File: config.mk
export PLATFORM = sky130hd
export DESIGN_NAME = fetch_queue_unit_flat
export DESIGN_NICKNAME = d
export VERILOG_FILES = /design/src/rtl/fetch_queue_unit_pkg.sv /design/src/rtl/fetch_queue_unit_if.sv /design/src/rtl/fetch_queue_unit_fifo.sv /design/src/rtl/fetch_queue_unit.sv /design/src/flat_wrapper.sv
export SDC_FILE = /design/constraint.sdc
export NUM_CORES = 1
export LEC_CHECK = 0
export BUFFER_PORTS_ARGS = -buffer_cell sky130_fd_sc_hd__buf_4
export CAP_MARGIN = 15
export CORE_AREA = 2 2 284 286
export CTS_CLUSTER_SIZE = 20
export DETAILED_ROUTE_END_ITERATION = 8
export DIE_AREA = 0 0 286 288
export PLACE_DENSITY = 0.5
export SETUP_SLACK_MARGIN = 0.3
export SLEW_MARGIN = 20
export SYNTH_ARGS = -nofsm -noshare
export SYNTH_HDL_FRONTEND = slang
export SYNTH_SLANG_ARGS = --single-unit
File: constraint.sdc
create_clock -name clk -period 10.95 [get_ports clk]
set_input_delay 2.19 -clock clk [delete_from_list [all_inputs] [get_ports clk]]
set_output_delay 2.19 -clock clk [all_outputs]
set_load 0.01 [all_outputs]
File: src/rtl/fetch_queue_unit_pkg.sv
// Shared types and constants for the instruction-fetch front end.
package fetch_pkg;

  localparam int FETCH_ADDR_W  = 64;
  localparam int FETCH_INSTR_W = 32;
  localparam logic [5:0] OPC_B = 6'b000101;

  typedef struct packed {
    logic [FETCH_INSTR_W-1:0] instr;
    logic [FETCH_ADDR_W-1:0]  pc;
  } fetch_entry_t;

  // Sign-extended 26-bit word offset scaled to a byte offset.
  function automatic logic [63:0] se26_shift2(input logic [25:0] imm);
    return {{36{imm[25]}}, imm, 2'b00};
  endfunction

endpackage

File: src/rtl/fetch_queue_unit_if.sv
// Fetch front-end bus: instruction-memory port, redirect input and decode handshake.
interface fetch_queue_unit_if #(
  parameter int ADDR_W  = 64,
  parameter int INSTR_W = 32,
  parameter int DEPTH   = 4
);
  localparam int OCC_W = $clog2(DEPTH + 1);

  logic               imem_req;
  logic [ADDR_W-1:0]  imem_addr;
  logic [INSTR_W-1:0] imem_rdata;
  logic               redirect_valid;
  logic [ADDR_W-1:0]  redirect_pc;
  logic               deq_ready;
  logic               deq_valid;
  logic [INSTR_W-1:0] deq_instr;
  logic [ADDR_W-1:0]  deq_pc;
  logic [ADDR_W-1:0]  deq_pc_plus4;
  logic [OCC_W-1:0]   occupancy;

  modport master (
    output imem_req, imem_addr, deq_valid, deq_instr, deq_pc, deq_pc_plus4, occupancy,
    input  imem_rdata, redirect_valid, redirect_pc, deq_ready
  );

  modport slave (
    input  imem_req, imem_addr, deq_valid, deq_instr, deq_pc, deq_pc_plus4, occupancy,
    output imem_rdata, redirect_valid, redirect_pc, deq_ready
  );
endinterface

File: src/rtl/fetch_queue_unit_fifo.sv
// Circular buffer of fetched entries; DEPTH need not be a power of two.
module fetch_fifo
  import fetch_pkg::*;
#(
  parameter int  DEPTH   = 4,
  parameter type entry_t = fetch_entry_t
) (
  input  logic                         clk,
  input  logic                         rst,
  input  logic                         flush,
  input  logic                         wr_en,
  input  entry_t                       wr_data,
  input  logic                         rd_en,
  output entry_t                       rd_data,
  output logic                         rd_valid,
  output logic [$clog2(DEPTH+1)-1:0]   count
);
  localparam int PTR_W = $clog2(DEPTH);
  localparam int CNT_W = $clog2(DEPTH + 1);

  entry_t             mem [DEPTH];
  logic [PTR_W-1:0]   head, tail;
  logic               pop;

  function automatic logic [PTR_W-1:0] ptr_next(input logic [PTR_W-1:0] p);
    return (p == PTR_W'(DEPTH - 1)) ? '0 : p + PTR_W'(1);
  endfunction

  assign pop      = rd_en && (count != '0);
  assign rd_valid = (count != '0);
  assign rd_data  = mem[head];

  always_ff @(posedge clk) begin
    if (!rst) begin
      // Storage is cleared too so the head outputs are never X while empty.
      for (int i = 0; i < DEPTH; i++) mem[i] <= '0;
      head  <= '0;
      tail  <= '0;
      count <= '0;
    end else if (flush) begin
      head  <= '0;
      tail  <= '0;
      count <= '0;
    end else begin
      if (wr_en) begin
        mem[tail] <= wr_data;
        tail      <= ptr_next(tail);
      end
      if (pop) head <= ptr_next(head);
      case ({wr_en, pop})
        2'b10:   count <= count + CNT_W'(1);
        2'b01:   count <= count - CNT_W'(1);
        default: count <= count;
      endcase
    end
  end
endmodule

File: src/rtl/fetch_queue_unit.sv
// Fetch PC, 1-cycle instruction-memory issue, redirect squash and decode queue.
// Optional unconditional-branch folding is enabled by defining UNCOND_BR_FOLD_EN.
module fetch_queue_unit
  import fetch_pkg::*;
#(
  parameter int              ADDR_W   = 64,
  parameter int              INSTR_W  = 32,
  parameter int              DEPTH    = 4,
  parameter logic [ADDR_W-1:0] RESET_PC = '0
) (
  input  logic               clk,
  input  logic               rst,
  fetch_queue_unit_if.master bus
);
  localparam int CNT_W = $clog2(DEPTH + 1);

  typedef struct packed {
    logic [INSTR_W-1:0] instr;
    logic [ADDR_W-1:0]  pc;
  } entry_t;

  logic [ADDR_W-1:0] fetch_pc;
  logic [ADDR_W-1:0] inflight_pc;
  logic              inflight;
  logic              issue;
  logic              wr_en;
  logic [CNT_W:0]    pending;
  logic [CNT_W-1:0]  count;
  entry_t            wr_entry;
  entry_t            head_entry;

  assign pending = {1'b0, count} + (CNT_W + 1)'(inflight);
  assign issue   = rst && !bus.redirect_valid && (pending < (CNT_W + 1)'(DEPTH));
  // A response arriving during a redirect cycle belongs to the flushed stream.
  assign wr_en   = inflight && !bus.redirect_valid;

  assign wr_entry.instr = bus.imem_rdata;
  assign wr_entry.pc    = inflight_pc;

  assign bus.imem_req     = issue;
  assign bus.imem_addr    = fetch_pc;
  assign bus.deq_instr    = head_entry.instr;
  assign bus.deq_pc       = head_entry.pc;
  assign bus.deq_pc_plus4 = head_entry.pc + ADDR_W'(4);
  assign bus.occupancy    = count;

`ifdef UNCOND_BR_FOLD_EN
  logic [63:0]       br_off;
  logic              fold_hit;
  logic [ADDR_W-1:0] fold_target;

  assign br_off      = se26_shift2(bus.imem_rdata[25:0]);
  assign fold_hit    = wr_en && (bus.imem_rdata[31:26] == OPC_B);
  assign fold_target = inflight_pc + br_off[ADDR_W-1:0];
`endif

  always_ff @(posedge clk) begin
    if (!rst) begin
      fetch_pc    <= RESET_PC;
      inflight    <= 1'b0;
      inflight_pc <= '0;
    end else if (bus.redirect_valid) begin
      fetch_pc <= bus.redirect_pc & ~ADDR_W'(3);
      inflight <= 1'b0;
    end else begin
      inflight <= issue;
      if (issue) begin
        inflight_pc <= fetch_pc;
        fetch_pc    <= fetch_pc + ADDR_W'(4);
      end
`ifdef UNCOND_BR_FOLD_EN
      // Retarget and drop the sequential fetch issued alongside the B enqueue.
      if (fold_hit) begin
        fetch_pc <= fold_target;
        inflight <= 1'b0;
      end
`endif
    end
  end

  fetch_fifo #(
    .DEPTH   (DEPTH),
    .entry_t (entry_t)
  ) u_fifo (
    .clk      (clk),
    .rst      (rst),
    .flush    (bus.redirect_valid),
    .wr_en    (wr_en),
    .wr_data  (wr_entry),
    .rd_en    (bus.deq_ready),
    .rd_data  (head_entry),
    .rd_valid (bus.deq_valid),
    .count    (count)
  );
endmodule

File: src/flat_wrapper.sv
// flat-port wrapper written by rule: the top's interface ports become plain ports
module fetch_queue_unit_flat import fetch_pkg::*;
#(
  parameter int              ADDR_W   = 64,
  parameter int              INSTR_W  = 32,
  parameter int              DEPTH    = 4,
  parameter logic [ADDR_W-1:0] RESET_PC = '0
)
  (clk, rst, bus_imem_req, bus_imem_addr, bus_deq_valid, bus_deq_instr, bus_deq_pc, bus_deq_pc_plus4, bus_occupancy, bus_imem_rdata, bus_redirect_valid, bus_redirect_pc, bus_deq_ready);
  fetch_queue_unit_if #(.ADDR_W(ADDR_W), .INSTR_W(INSTR_W), .DEPTH(DEPTH)) bus_i ();
  input  logic clk;
  input  logic rst;
  output wire logic [$bits(bus_i.imem_req)-1:0] bus_imem_req;
  output wire logic [$bits(bus_i.imem_addr)-1:0] bus_imem_addr;
  output wire logic [$bits(bus_i.deq_valid)-1:0] bus_deq_valid;
  output wire logic [$bits(bus_i.deq_instr)-1:0] bus_deq_instr;
  output wire logic [$bits(bus_i.deq_pc)-1:0] bus_deq_pc;
  output wire logic [$bits(bus_i.deq_pc_plus4)-1:0] bus_deq_pc_plus4;
  output wire logic [$bits(bus_i.occupancy)-1:0] bus_occupancy;
  input wire logic [$bits(bus_i.imem_rdata)-1:0] bus_imem_rdata;
  input wire logic [$bits(bus_i.redirect_valid)-1:0] bus_redirect_valid;
  input wire logic [$bits(bus_i.redirect_pc)-1:0] bus_redirect_pc;
  input wire logic [$bits(bus_i.deq_ready)-1:0] bus_deq_ready;
  assign bus_imem_req = bus_i.imem_req;
  assign bus_imem_addr = bus_i.imem_addr;
  assign bus_deq_valid = bus_i.deq_valid;
  assign bus_deq_instr = bus_i.deq_instr;
  assign bus_deq_pc = bus_i.deq_pc;
  assign bus_deq_pc_plus4 = bus_i.deq_pc_plus4;
  assign bus_occupancy = bus_i.occupancy;
  assign bus_i.imem_rdata = bus_imem_rdata;
  assign bus_i.redirect_valid = bus_redirect_valid;
  assign bus_i.redirect_pc = bus_redirect_pc;
  assign bus_i.deq_ready = bus_deq_ready;
  fetch_queue_unit #(.ADDR_W(ADDR_W), .INSTR_W(INSTR_W), .DEPTH(DEPTH), .RESET_PC(RESET_PC)) u_core (.clk(clk), .rst(rst), .bus(bus_i));
endmodule
[Word level (Yosys, flattened, before mapping)]
Memories as Yosys holds them, arrays and structs flattened. A register that Yosys moved wholly into a read port is not among the register bits.
Index checks and enable logic that the tools add are counted.
Word-level totals
  register bits after elaboration: 136
  RAM bits: 384
  input bits: 100
  memories kept: 1
Cells by class
  $add $sub $neg: 7
  $lt $le $gt $ge: 1
  equality and inequality tests: 4
  multiplexer cells: 15
  bitwise gates (word level): 2
  reduce and logical (&&, ||, !) cells: 11
Memory list
  u_core.u_fifo.mem: depth 4, width 96, read ports 1, clocked after Yosys merged registers in 1, wr ports 4, line fetch_queue_unit_fifo.sv:21  | entry_t mem [DEPTH];
Operators with widths (number)
  $add 64x3->64 const B: 2
  $mux 64: 2
  $mux 96: 1
  $reduce_or 96->1: 1
  $mux 2: 5
  $eq 2x2->1 const B: 3
  $mux 1: 6
  $pmux 3 s2: 1
  $add 2x1->2 const B: 2
  $add 3x1->4: 1
  $logic_and 1x1->1: 4
  $lt 4x3->1 const B: 1
  $reduce_bool 2->1: 2
  $add 3x1->3 const B: 1
  $reduce_bool 3->1: 1
  $sub 3x1->3 const B: 1
  $eq 2x1->1 const B: 1
  $not 1->1: 2
  $reduce_and 2->1: 1
  $reduce_or 2->1: 1
  $logic_not 1->1: 1

[Depth between registers and ports, before layout]
Gate-level depths: netlist of the first run.
  word-level depth: 8
  depth in mapped cells: 11

[Cells and area by module]
Synthesis of the first run repeated with hierarchy kept, for this count alone.
Second synthesis, totals
  cells, all modules: 1947
  area total of the unflattened synthesis: 24252.0 um2
Modules (own cells, without submodules)
  fetch_fifo: instances 1, cells an instance 977, area an instance 16992.5 um2
  fetch_queue_unit: instances 1, cells an instance 970, area an instance 7259.5 um2

[Worst setup path after synthesis of the first run]
Ideal clock, no wire load.
  path kind: in2reg
  start: input bus_redirect_valid
  end: memory u_core.u_fifo.mem[3][10] in the netlist's numbering, enable pin
  data arrival time: 9.243 ns
  required time: 10.274 ns
  setup slack: 1.031 ns
  stages on the path: 4
  buffers on the path: 1
  path through: clkinv_1 > clkbuf_1 > nand2_1 > o21ai_0
RTL lines
  from (decl): line flat_wrapper.sv:21  | input wire logic [$bits(bus_i.redirect_valid)-1:0] bus_redirect_valid;
  to (decl): line fetch_queue_unit_fifo.sv:21

==> results of run 1 <==
## power groups by stage
stage / clock network [uW] / registers [uW] / logic (uW)
4_1_cts: 2070 / 2200 / 328
3_3_place_gp: 0 / 2240 / 326
2_1_floorplan: 0 / 2230 / 156
6_report: 2030 / 2200 / 321
5_1_grt: 2150 / 2210 / 349
3_5_place_dp: 0 / 2240 / 328
## worst register-to-register path, delay by kind of cell (launching register included)
family | cells | cell delay (ns)
compound gates | 1 | 0.16
flops | 1 | 0.53
simple gates | 5 | 2.52
## stage by stage
| step | total power, uW | setup WS [ns] | area (sq um) | std cells |
|---|---|---|---|---|
| 3_3_place_gp | 2562 | 3.945 | 27070 | 3201 |
| 2_1_floorplan | 2390 | 1.031 | 23650 | 1920 |
| 6_report | 4549 | 3.559 | 29090 | 3317 |
| 5_1_grt | 4709 | 3.195 | 29070 | 3311 |
| 4_1_cts | 4602 | 3.305 | 29070 | 3311 |
| 3_5_place_dp | 2569 | 3.972 | 27070 | 3201 |
## per-layer routing
layer,vias up,share of wire,GRT usage
li1,7554,-,-
met1,8214,0.44,0.2367
met2,483,0.48,0.2907
met3,90,0.056,0.02726
met4,0,0.019,0.04084
met5,-,0,0
## registers in the layout, indices dropped and copies added, names as in the netlist, named ones only
name,cells
u_core.u_fifo.mem,376
u_core.bus.imem_addr,62
u_core.inflight_pc,62
u_core.u_fifo.count,3
u_core.u_fifo.head,2
u_core.u_fifo.tail,2
u_core.inflight,1
## worst max path at each step
stage,startpoint,endpoint,slack [ns],cells after the start
final,register,bus_deq_pc_plus4[42],3.56,8
after global routing,register,bus_deq_pc_plus4[30],3.20,8
after detailed placement,register,bus_deq_pc_plus4[62],3.97,8
after floorplan,bus_redirect_valid,u_core.u_fifo.mem[3][10]$_DFFE_PP_,1.03,4
after global placement,register,bus_deq_pc_plus4[62],3.95,8
after CTS,register,bus_deq_pc_plus4[62],3.31,8
## cell families after synthesis
group | count (synthesis)
XOR/XNOR | 75
multiplexers | 95
other | 1
AND/OR/NAND/NOR | 840
adder cells (fa/ha/maj) | 6
AO/OA/AOI/OAI | 240
flip-flops | 510
buffers and inverters | 148
## cell type report
class	count	area [sq um]
well taps	1060	1326
repair buffers	346	2610
clock buffers	71	1563
clock inverters	39	437.9
multi-input cells	1262	9069
fillers	7878	50550
diodes	6	15.01
flip-flops and latches	510	13980
inverters	23	87.58
## synthesized netlist by cell type, types with 5 or more instances
library cell	instances	area, sq um
sky130_fd_sc_hd__and2_1	385	2409
sky130_fd_sc_hd__edfxtp_1	376	11290
sky130_fd_sc_hd__nand2_1	202	758.2
sky130_fd_sc_hd__dfxtp_1	134	2683
sky130_fd_sc_hd__a21oi_1	127	635.6
sky130_fd_sc_hd__clkbuf_1	92	345.3
sky130_fd_sc_hd__mux4_2	92	2072
sky130_fd_sc_hd__nor2_1	50	187.7
sky130_fd_sc_hd__xnor2_1	45	394.1
sky130_fd_sc_hd__nand3_1	44	220.2
sky130_fd_sc_hd__o21ai_0	35	175.2
sky130_fd_sc_hd__and3_1	33	206.5
sky130_fd_sc_hd__nand4_1	32	200.2
sky130_fd_sc_hd__xor2_1	30	262.8
sky130_fd_sc_hd__nor3_1	24	120.1
sky130_fd_sc_hd__inv_1	20	75.07
sky130_fd_sc_hd__nor4_1	15	93.84
sky130_fd_sc_hd__a31oi_1	14	87.58
sky130_fd_sc_hd__o22ai_1	13	81.33
sky130_fd_sc_hd__buf_4	11	82.58
sky130_fd_sc_hd__buf_2	10	50.05
sky130_fd_sc_hd__a32oi_1	9	78.83
sky130_fd_sc_hd__and4_1	8	70.07
sky130_fd_sc_hd__a221oi_1	7	61.31
sky130_fd_sc_hd__o211ai_1	7	52.55
sky130_fd_sc_hd__or4_1	7	52.55
sky130_fd_sc_hd__buf_1	6	22.52
sky130_fd_sc_hd__o21a_1	6	45.04
sky130_fd_sc_hd__ha_1	5	62.56
sky130_fd_sc_hd__nor3_2	5	50.05
sky130_fd_sc_hd__nor3b_1	5	37.54
sky130_fd_sc_hd__nor4_2	5	62.56
sky130_fd_sc_hd__o31a_1	5	43.79
sky130_fd_sc_hd__or3_1	5	31.28
==> impl_summary.txt, run 1 <==
----------------------------------------------------
[Status]
  Status ... finished, final reports clean

[Synth]
  Cell area after synthesis ... between 20000 and 25000 sq um
  Total of warnings raised by yosys ... 0
  Share of synthesized flip-flops with an asynchronous set or reset ... 0
  Xor/xnor cell area share of the yosys netlist ... 0.02780
  Unique cell type count in the Yosys netlist ... 63
  Share of synthesized area occupied by flip-flops and latches ... 0.5914
  Adder-cell share of the synthesized area ... 0.003495
  Largest family of logic cells by synthesized area ... simple AND/OR/NAND/NOR gates
  Share of synthesized area spent on multiplexers ... 0.09034
  Dominant synthesized flop cell ... sky130_fd_sc_hd__edfxtp_1
  Number of storage elements in the synthesis netlist ... 510
  Number of flops mapped to enable cells by yosys ... ~380
  Fraction of the mapped netlist area in simple logic gates ... 0.1988
  Compound-Gate Fraction of Synth Area ... 0.05942
  Avg Synthesized Cell Area ... 12.34 sq um
  Synthesized netlist cell count ... between 1.5k and 2k

[Worst setup path]
  Worst R2R Start ... u_core.bus.imem_addr[11]$_SDFFE_PN0P_
  Critical Path End Type ... primary output
  Worst R2R End ... u_core.bus.imem_addr[61]$_SDFFE_PN0P_
  Flop2flop setup slack ... just under 8 ns
  Largest fanout on the critical path ... between 50 and 60
  Register-to-Register Path Depth ... 6
  Setup crit start kind ... register
  CP max stage cell ... sky130_fd_sc_hd__dfxtp_4
  CP top delay family ... simple AND/OR/NAND/NOR gates
  Worst setup path class ... reg -> out
  Count of buffering cells on the critical path with inverters included ... 2
  Required arrival time at the worst endpoint ... approximately 8.8 ns
  Cells along the critical path ... buf_4, mux4_2, nand3_2, or4_1, nor4_4, nand4_1, xnor2_1, buf_4
  Data arrival at the endpoint of the critical path ... around 5.2 ns
  Delay of the slowest critical-path stage ... just over 0.9 ns
  Worst path most repeated cell ... sky130_fd_sc_hd__buf_4

[Global route]
  Largest net degree at the start of global routing ... between 100 and 150
  Global-route wire length before repair ... between 100 and 150 mm
  Number of global-route vias before repair ... approximately 16k
  GRT Total Usage ... 0.1739
  Remaining global-route overflow ... 0
  Number of antenna violations at the first check in global routing ... 2

[Drt]
  Routed vias ... approximately 16k
  Residual DRC ... 0
  Aggregate routed wire length ... between 70 and 80 mm
  Detail-routed via count per cell ... around 4.9
  Drt pass-1 iters ... 5
  Initial DRC count ... around 1.1k
  Routed len/inst ... about 22 microns
  Remaining number of nets flagged by the antenna check after routing ... 0

[Clock tree]
  Hold buffer count at CTS ... 0
  CTS sink count ... roughly 500
  Clock-pin slew on the worst setup and hold paths ... ~0.060 ns
  H-tree depth ... 2
  Maximum number of buffers from clock root to sink ... 3
  Buffer type at the clock tree root ... sky130_fd_sc_hd__clkbuf_16
  Clock latency at the later pin of the worst-skew pair ... 0.62 ns
  TritonCTS Buffers ... between 50 and 60
  Post-CTS setup buffer count ... 0
  Cts repair resizes ... 0
  TritonCTS clock tree ... yes

[Timing]
  Hold Worst Slack ... between 0.4 and 0.5 ns
  Final hold violation count ... 0
  Max-slew violation count ... 0
  Setup tns final ... 0 ns
  Clock skew after layout ... between 0.02 and 0.03 ns
  Top achievable clock speed ... 135.3 MHz
  Final setup violation count ... 0
  Portion of the clock cycle consumed by the worst path in the final layout ... 0.6750
  Actual slew at the worst max-slew pin ... roughly 1.0 ns
  Post-layout minimum cycle time ... 7.391 ns
  Slew margin rel. ... 0.3218
  RSZ-0062 raised after global routing ... no

[Floorplanning]
  Effective utilization at floorplan ... 0.2967
  Total number of placement rows ... between 100 and 150
  Die extent in y ... ~290 microns
  Top Ports ... ~330
  Area enclosed by the die boundary ... around 82000 sq um
  CORE AREA ... around 80000 sq um
  DIE WIDTH ... 286 microns

[Pwr]
  Leakage component of the power ... roughly 0.011 uW
  Switching portion of total power ... 0.2293
  Clock network power share ... 0.446
  Relative contribution of sequential cells to total power ... 0.484
  Internal power ... 3506 uW
  Combinational power share ... 0.071
  Max rail drop VDD ... 0.1276 mV
  Switching power of the nets ... approximately 1000 uW
  Areal power density over the cells ... about 160 nW/um^2

[Worst hold path]
  Worst min-delay path class ... reg -> reg
  Endpoint of the worst hold path ... u_core.inflight_pc[42]$_SDFFE_PN0P_
  Number of instances on the worst hold path ... 2
  Min-delay src ... u_core.inflight_pc[42]$_SDFFE_PN0P_

[Finish]
  Share of layout cells above drive strength 1 ... 0.2501
  Area Overhead vs Synth ... 23.11%
  Fin nets ... between 2k and 2.5k
  Most frequent cells in the layout ... sky130_fd_sc_hd__and2_1, sky130_fd_sc_hd__edfxtp_1, sky130_fd_sc_hd__buf_4
  Most common library cell in the layout ignoring fill and taps ... sky130_fd_sc_hd__and2_1
  Final core occ ... 0.3653

[Place]
  Weighted congestion reported at the end of routability-driven placement ... just under 0.8
  HPWL Detailed ... roughly 47 mm
  Buffers added on ports ... between 300 and 400

[Run]
  Maxcap violations ... 0

----------------------------------------------------
No activity file was read; power rests on OpenSTA's default activity.
==> run 2, diff against run 1 <==
clock period = 7.45 ns   (was 10.95 ns; I/O delays follow)
==> run 2 against run 1 <==
  * Clock skew down 0.0099 ns
  * Clock power up 44%
  * Highest routed layer unchanged
  * Critical endpoint is now bus_deq_pc_plus4[46]
  * Critical path type unchanged
  * Hold slack worse by 0.0035 ns
  * Total power up 46%
  * Register-to-register slack worse by 3.6 ns
==> impl_summary.txt, run 2 (synthesized netlist as in run 1, its figures left out) <==
----------------------------------------------------
[Clock tree]
  Hold buffer count at CTS ... 0 (unchanged)
  Cts repair resizes ... 0 (unchanged)
  Clock latency at the later pin of the worst-skew pair ... 0.62 ns (about the same)
  Maximum number of buffers from clock root to sink ... 3 (unchanged)
  Post-CTS setup buffer count ... 0 (unchanged)
  Buffer type at the clock tree root ... sky130_fd_sc_hd__clkbuf_16
  Clock-pin slew on the worst setup and hold paths ... 0.06 ns (about the same)
  H-tree depth ... 2 (unchanged)
  TritonCTS Buffers ... 58 (-1.7%)
  TritonCTS clock tree ... yes
  CTS sink count ... 510 (unchanged)

[Drt]
  Initial DRC count ... 1140 (+3.3%)
  Residual DRC ... 0 (unchanged)
  Routed len/inst ... 22.09 microns (+0.32%)
  Aggregate routed wire length ... 73.27 mm (+0.29%)
  Metal1 wirelength ... 32.20 mm (about the same)
  Detail-routed via count per cell ... 4.961 (+0.70%)
  Routed vias ... 16.45k (+0.67%)
  Highest metal layer with signal wires ... met4
  Metal2 WL ... 34.87 mm (-1.5%)
  Length of routed met3 wiring ... 4.595 mm (+12%)
  Drt pass-1 iters ... 7 (+2)
  Remaining number of nets flagged by the antenna check after routing ... 0 (unchanged)

[Global route]
  Global-route wire length before repair ... 107.6 mm (+0.44%)
  Remaining global-route overflow ... 0 (unchanged)
  Number of global-route vias before repair ... 16.64k (+0.86%)
  Number of antenna violations at the first check in global routing ... 1 (-1)
  GRT Total Usage ... 0.1743 (+0.0004390)
  Largest net degree at the start of global routing ... 95 (-30%)

[Finish]
  Fin nets ... 2313 (+0.22%)
  Most common library cell in the layout ignoring fill and taps ... sky130_fd_sc_hd__and2_1
  Number of flip-flops under the largest register name ... 376 (unchanged)
  Area Overhead vs Synth ... 23.06% (about the same)
  Count of antenna diodes in the layout ... 0 (-6)
  Top register by number of flip-flops ... u_core.u_fifo.mem
  Most frequent cells in the layout ... sky130_fd_sc_hd__and2_1, sky130_fd_sc_hd__edfxtp_1, sky130_fd_sc_hd__buf_4
  Final core occ ... 0.3651 (about the same)
  Share of layout cells above drive strength 1 ... 0.2522 (+0.002105)
  Number of filler cells placed in the layout ... 7844 (-0.43%)

[Place]
  HPWL Detailed ... 47.10 mm (+0.29%)
  Buffers added on ports ... 320 (unchanged)
  Weighted congestion reported at the end of routability-driven placement ... 0.7879 (+0.65%)
  Dpl ws ... 1.914 ns (-2.058 ns)

[Run]
  Maxcap violations ... 0 (unchanged)

[Timing]
  Post-layout minimum cycle time ... between 6 and 7 ns
  Slew margin rel. ... 0.3480 (+0.02615)
  Post-layout worst setup margin ... 1.408 ns (-2.151 ns)
  Setup tns final ... 0 ns (unchanged)
  Max-slew violation count ... 0 (unchanged)
  Final hold violation count ... 0 (unchanged)
  Portion of the clock cycle consumed by the worst path in the final layout ... 0.8110
  RSZ-0062 raised after global routing ... no
  Top achievable clock speed ... ~170 MHz
  Actual slew at the worst max-slew pin ... 0.9691 ns (-0.04816 ns)
  Clock skew after layout ... 0.01728 ns (-0.009907 ns)
  Final setup violation count ... 0 (unchanged)

[Pwr]
  Areal power density over the cells ... 227.9 nW/um^2 (+46%)
  Combinational power share ... 0.071 (about the same)
  Switching portion of total power ... 0.2332 (+0.003884)
  Relative contribution of sequential cells to total power ... 0.488 (+0.004)
  Leakage component of the power ... 0.01062 uW (about the same)
  Internal power ... 5082 uW (+45%)
  Clock network power share ... 0.441 (-0.005)
  Max rail drop VDD ... 0.1910 mV (+50%)
  Switching power of the nets ... 1545 uW (+48%)

[Status]
  Status ... finished, final reports clean

[Worst setup path]
  Data arrival at the endpoint of the critical path ... 4.55 ns (-0.65 ns)
  Critical Path End Type ... primary output
  Setup crit start kind ... register
  Worst setup path class ... reg -> out
  Largest fanout on the critical path ... 35 (-33%)
  Required arrival time at the worst endpoint ... 5.96 ns (-2.80 ns)

[Floorplanning]
  Top Ports ... 329 (unchanged)
  Effective utilization at floorplan ... 0.2967 (unchanged)
  CORE AREA ... 79640 sq um (unchanged)
  Die extent in y ... 288 microns (unchanged)
  Total number of placement rows ... 104 (unchanged)
  DIE WIDTH ... 286 microns (unchanged)
  Area enclosed by the die boundary ... 82370 sq um (unchanged)

[Worst hold path]
  Worst min-delay path class ... reg -> reg

----------------------------------------------------
==> run 2: critical path: stages, from the launching register on <==
cell and delay (ns):
sky130_fd_sc_hd__dfxtp_4 0.88, sky130_fd_sc_hd__mux4_1 0.61, sky130_fd_sc_hd__nand4_2 0.21, sky130_fd_sc_hd__or4_1 0.77
sky130_fd_sc_hd__nor3_1 0.84, sky130_fd_sc_hd__nand3_1 0.20, sky130_fd_sc_hd__xnor2_1 0.24, sky130_fd_sc_hd__buf_4 0.16
==> run 2: per-stage QoR <==
step	cells	hold WS (ns)	instance area [sq um]	power (uW)
after floorplan	1920	0.4541	23650	3513
after global placement	3207	0.4732	27140	3764
after detailed placement	3207	0.4791	27140	3774
after CTS	3316	0.4873	29080	6720
after global routing	3316	0.5108	29080	6857
final	3316	0.4842	29080	6628
==> run 2: worst paths after layout <==
| kind | slack (ns) | from | cells after the start | end |
|---|---|---|---|---|
| hold / removal | 0.48 | u_core.inflight_pc[42]$_SDFFE_PN0P_ | 2 | u_core.inflight_pc[42]$_SDFFE_PN0P_ |
| setup / recovery | 1.41 | register | 7 | bus_deq_pc_plus4[46] |
| setup reg to reg | 4.15 | u_core.bus.imem_addr[2]$_SDFFE_PN0P_ | 8 | u_core.bus.imem_addr[52]$_SDFFE_PN0P_ |
| hold reg to reg | 0.48 | u_core.inflight_pc[42]$_SDFFE_PN0P_ | 2 | u_core.inflight_pc[42]$_SDFFE_PN0P_ |
==> run 2: metal layers <==
metal  vias up  global-route usage
li1       7576                   -
met1      8254              0.2368
met2       529              0.2885
met3        92             0.03003
met4         0             0.04411
met5         -                   0
==> run 2: layout make-up <==
cell class | count | area, sq um | area share
Sequential cell | 510 | 13980 | 0.4808
Multi-Input combinational cell | 1262 | 9062 | 0.3117
Timing Repair Buffer | 352 | 2680 | 0.09218
Clock buffer | 78 | 1578 | 0.05426
Tap cell | 1060 | 1326 | 0.04561
Clock inverter | 31 | 360.3 | 0.01239
Inverter | 23 | 87.58 | 0.003012
==> run 2: power groups by stage <==
stage               Clock [uW]  Sequential, uW  Combinational (uW)
finish                    2920            3230                 473
global route              3100            3250                 512
CTS                       3010            3230                 482
detailed placement           0            3290                 480
global placement             0            3290                 478
floorplan                    0            3280                 229
==> run 3, diff against run 2 <==
ABC_AREA = 1   (was default)
CORE_AREA = 2 2 300 302   (was 2 2 284 286)
DIE_AREA = 0 0 302 304   (was 0 0 286 288)
PLACE_DENSITY = 0.49   (was 0.5)
clock period = 5.7 ns   (was 7.45 ns; I/O delays follow)
==> run 3 against run 2 <==
  * Flip-flop and latch count is the same
  * Largest power group unchanged
  * Worst setup slack lost 0.71 ns
  * Highest routed layer unchanged
  * Via count grew 39%
==> impl_summary.txt, run 3 <==
----------------------------------------------------
[Clock tree]
  H-tree depth ... 2 (unchanged)
  TritonCTS Buffers ... 55 (-5.2%)
  Clock latency at the later pin of the worst-skew pair ... 0.62 ns (about the same)
  Hold buffer count at CTS ... 0 (unchanged)
  Buffer type at the clock tree root ... sky130_fd_sc_hd__clkbuf_16
  Cts repair resizes ... 0 (unchanged)
  TritonCTS clock tree ... yes
  Post-CTS setup buffer count ... 0 (unchanged)
  CTS sink count ... 510 (unchanged)
  Maximum number of buffers from clock root to sink ... 3 (unchanged)
  Clock-pin slew on the worst setup and hold paths ... 0.06 ns (about the same)

[Floorplanning]
  Effective utilization at floorplan ... 0.2954 (-0.001275)
  CORE AREA ... 89050 sq um (+12%)
  Total number of placement rows ... 110 (+5.8%)
  Die extent in y ... 304 microns (+5.6%)
  Top Ports ... 329 (unchanged)
  DIE WIDTH ... 302 microns (+5.6%)
  Area enclosed by the die boundary ... 91810 sq um (+11%)

[Synth]
  Total of warnings raised by yosys ... 0 (unchanged)
  Cell area after synthesis ... 26310 sq um (+11%)
  Largest cells by area after synthesis ... sky130_fd_sc_hd__edfxtp_1, sky130_fd_sc_hd__nand2_1, sky130_fd_sc_hd__dfxtp_1, sky130_fd_sc_hd__nor2_1, sky130_fd_sc_hd__inv_1
  Unique cell type count in the Yosys netlist ... 49 (-22%)
  Top cell type's share of synthesized area ... 0.4292 (-0.04866)
  Share of synthesized flip-flops with an asynchronous set or reset ... 0 (unchanged)
  Synth top cells by count ... sky130_fd_sc_hd__nand2_1, sky130_fd_sc_hd__nor2_1, sky130_fd_sc_hd__edfxtp_1, sky130_fd_sc_hd__inv_1, sky130_fd_sc_hd__nand3_1
  Share of synthesized area occupied by flip-flops and latches ... 0.5312 (-0.06022)
  Avg Synthesized Cell Area ... 7.952 sq um (-36%)
  Biggest area consumer among synthesized cells ... sky130_fd_sc_hd__edfxtp_1
  Number of storage elements in the synthesis netlist ... 510 (unchanged)
  Dominant synthesized flop cell ... sky130_fd_sc_hd__edfxtp_1
  Most common cell in the netlist ... sky130_fd_sc_hd__nand2_1
  Number of flops mapped to enable cells by yosys ... 376 (unchanged)
  Synthesized netlist cell count ... 3308 (+73%)

[Place]
  Weighted congestion reported at the end of routability-driven placement ... 0.9234 (+17%)
  HPWL Detailed ... 62.79 mm (+33%)
  Buffers added on ports ... 320 (unchanged)
  Dpl ws ... 1.376 ns (-0.5374 ns)

[Pwr]
  Max rail drop VDD ... 0.2131 mV (+12%)
  Leakage component of the power ... 0.01273 uW (+20%)
  Switching portion of total power ... 0.2497 (+0.01654)
  Combinational power share ... 0.098 (+0.027)
  Switching power of the nets ... 2201 uW (+42%)
  Clock network power share ... 0.421 (-0.020)
  Relative contribution of sequential cells to total power ... 0.481 (-0.007)
  Internal power ... 6612 uW (+30%)
  Areal power density over the cells ... 278.3 nW/um^2 (+22%)

[Timing]
  Max-slew violation count ... 0 (unchanged)
  Setup tns final ... 0 ns (unchanged)
  Post-layout worst setup margin ... 0.6971 ns (-0.7112 ns)
  RSZ-0062 raised after global routing ... no
  Final hold violation count ... 0 (unchanged)
  Clock skew after layout ... 0.02488 ns (+0.007600 ns)
  Post-layout minimum cycle time ... 5.003 ns
  Actual slew at the worst max-slew pin ... 1.027 ns (+0.05771 ns)
  Slew margin rel. ... 0.3155 (-0.03251)
  Portion of the clock cycle consumed by the worst path in the final layout ... 0.8777
  Final setup violation count ... 0 (unchanged)
  Top achievable clock speed ... about 200 MHz

[Finish]
  Count of antenna diodes in the layout ... 0 (unchanged)
  Fin nets ... 3657 (+58%)
  Top register by number of flip-flops ... u_core.u_fifo.mem
  Number of flip-flops under the largest register name ... 376 (unchanged)
  Number of filler cells placed in the layout ... 9397 (+20%)
  Sequential Area ... 13980 sq um (unchanged)
  Area Overhead vs Synth ... 20.35%
  Most common library cell in the layout ignoring fill and taps ... sky130_fd_sc_hd__nand2_1
  Final core occ ... 0.3555 (-0.009559)
  Share of layout cells above drive strength 1 ... 0.1367 (-0.1155)
  Area occupied by multi-input gates ... 10390 sq um (+15%)
  Most frequent cells in the layout ... sky130_fd_sc_hd__nand2_1, sky130_fd_sc_hd__nor2_1, sky130_fd_sc_hd__edfxtp_1

[Worst setup path]
  Worst setup path class ... reg -> out
  Setup crit start kind ... register
  Critical Path End Type ... primary output
  Required arrival time at the worst endpoint ... 4.56 ns (-1.40 ns)
  Data arrival at the endpoint of the critical path ... 3.86 ns (-0.69 ns)
  Flop2flop setup slack ... 3.22 ns (-0.93 ns)
  Largest fanout on the critical path ... 57 (+63%)

[Run]
  Maxcap violations ... 0 (unchanged)

[Global route]
  Largest net degree at the start of global routing ... 189 (+99%)
  Number of antenna violations at the first check in global routing ... 0 (-1)
  GRT Total Usage ... 0.1994 (+0.02512)
  Number of global-route vias before repair ... 21.76k (+31%)
  Global-route wire length before repair ... 139.3 mm (+29%)
  Remaining global-route overflow ... 0 (unchanged)

[Drt]
  Aggregate routed wire length ... 93.47 mm (+28%)
  Detail-routed via count per cell ... 4.782 (-3.6%)
  Drt pass-1 iters ... 8 (+1)
  Remaining number of nets flagged by the antenna check after routing ... 0 (unchanged)
  Routed vias ... 22.83k (+39%)
  Residual DRC ... 0 (unchanged)
  Routed len/inst ... 19.58 microns (-11%)
  Initial DRC count ... 1695 (+49%)

[Worst hold path]
  Worst min-delay path class ... reg -> reg

[Status]
  Status ... finished, final reports clean

----------------------------------------------------
[run 3: cell count changes in the layout (fill, tap and decap cells not counted), sizes merged, moves of 32 or more]
cell / change
a21oi: -42
and2: -384
and3: -32
inv: +278
mux4: -94
nand2: +706
nand3: +176
nor2: +605
nor3: +81
o21ai: +128
xnor2: -43
[run 3: path summary, 6_finish.rpt]
| check | start | endpoint | depth (start not counted) |
|---|---|---|---|
| max | register | bus_deq_pc_plus4[53] | 13 |
| min | u_core.u_fifo.count[2]$_SDFFE_PP0P_ | u_core.u_fifo.count[2]$_SDFFE_PP0P_ | 1 |
| max reg2reg | u_core.u_fifo.tail[0]$_SDFFE_PP0P_ | u_core.u_fifo.mem[1][38]$_SDFFCE_PN0P_ | 5 |
| min reg2reg | u_core.u_fifo.count[2]$_SDFFE_PP0P_ | u_core.u_fifo.count[2]$_SDFFE_PP0P_ | 1 |
[run 3: final cells by class]
type                            instances  area share
Timing Repair Buffer                  352     0.08860
Clock buffer                           74     0.04900
Multi-Input combinational cell       2329      0.3281
Sequential cell                       510      0.4416
Tap cell                             1176     0.04647
Clock inverter                         30    0.009959
Inverter                              303     0.03632
[run 3: metrics by stage]
step / hold slack [ns] / instance area (sq um) / std cells / power (uW)
detailed placement: 0.4656 / 29790 / 4670 / 5187
global route: 0.5161 / 31660 / 4774 / 9141
finish: 0.4814 / 31660 / 4774 / 8812
CTS: 0.4811 / 31660 / 4774 / 8907
floorplan: 0.4813 / 26340 / 3313 / 4736
global placement: 0.4637 / 29790 / 4670 / 5182
[run 3: layer usage]
metal | GRT usage | share of wire
met5 | 0 | 0
met4 | 0.05618 | 0.027
met3 | 0.02470 | 0.051
met2 | 0.3150 | 0.45
met1 | 0.2858 | 0.47
[run 3: worst max-delay path, cell delays in order, from the launching register on]
cell and delay [ns]:
sky130_fd_sc_hd__dfxtp_4 0.46, sky130_fd_sc_hd__clkinv_4 0.40, sky130_fd_sc_hd__buf_4 0.38, sky130_fd_sc_hd__nand2_1 0.08
sky130_fd_sc_hd__nand3_1 0.08, sky130_fd_sc_hd__nand2_1 0.25, sky130_fd_sc_hd__nor2_1 0.22, sky130_fd_sc_hd__nand2_1 0.10
sky130_fd_sc_hd__nor2_1 0.17, sky130_fd_sc_hd__nand2_1 0.07, sky130_fd_sc_hd__nor2_1 0.47, sky130_fd_sc_hd__nand3_1 0.15
sky130_fd_sc_hd__nand2_1 0.18, sky130_fd_sc_hd__buf_4 0.15
[run 3: power by group through the flow]
| stage | registers, uW | logic (uW) | clock network, uW |
|---|---|---|---|
| detailed placement | 4310 | 873 | 0 |
| floorplan | 4300 | 438 | 0 |
| finish | 4240 | 864 | 3710 |
| CTS | 4230 | 875 | 3800 |
| global placement | 4310 | 870 | 0 |
| global route | 4250 | 951 | 3940 |
[run 3: kinds of logic after synthesis]
group           share of synthesized area
xor+xnor                          0.01731
flops                              0.5312
buf+inv                           0.07710
simple gates                       0.3038
other cells                     0.0001426
fa+ha+maj                        0.003139
compound gates                    0.06735
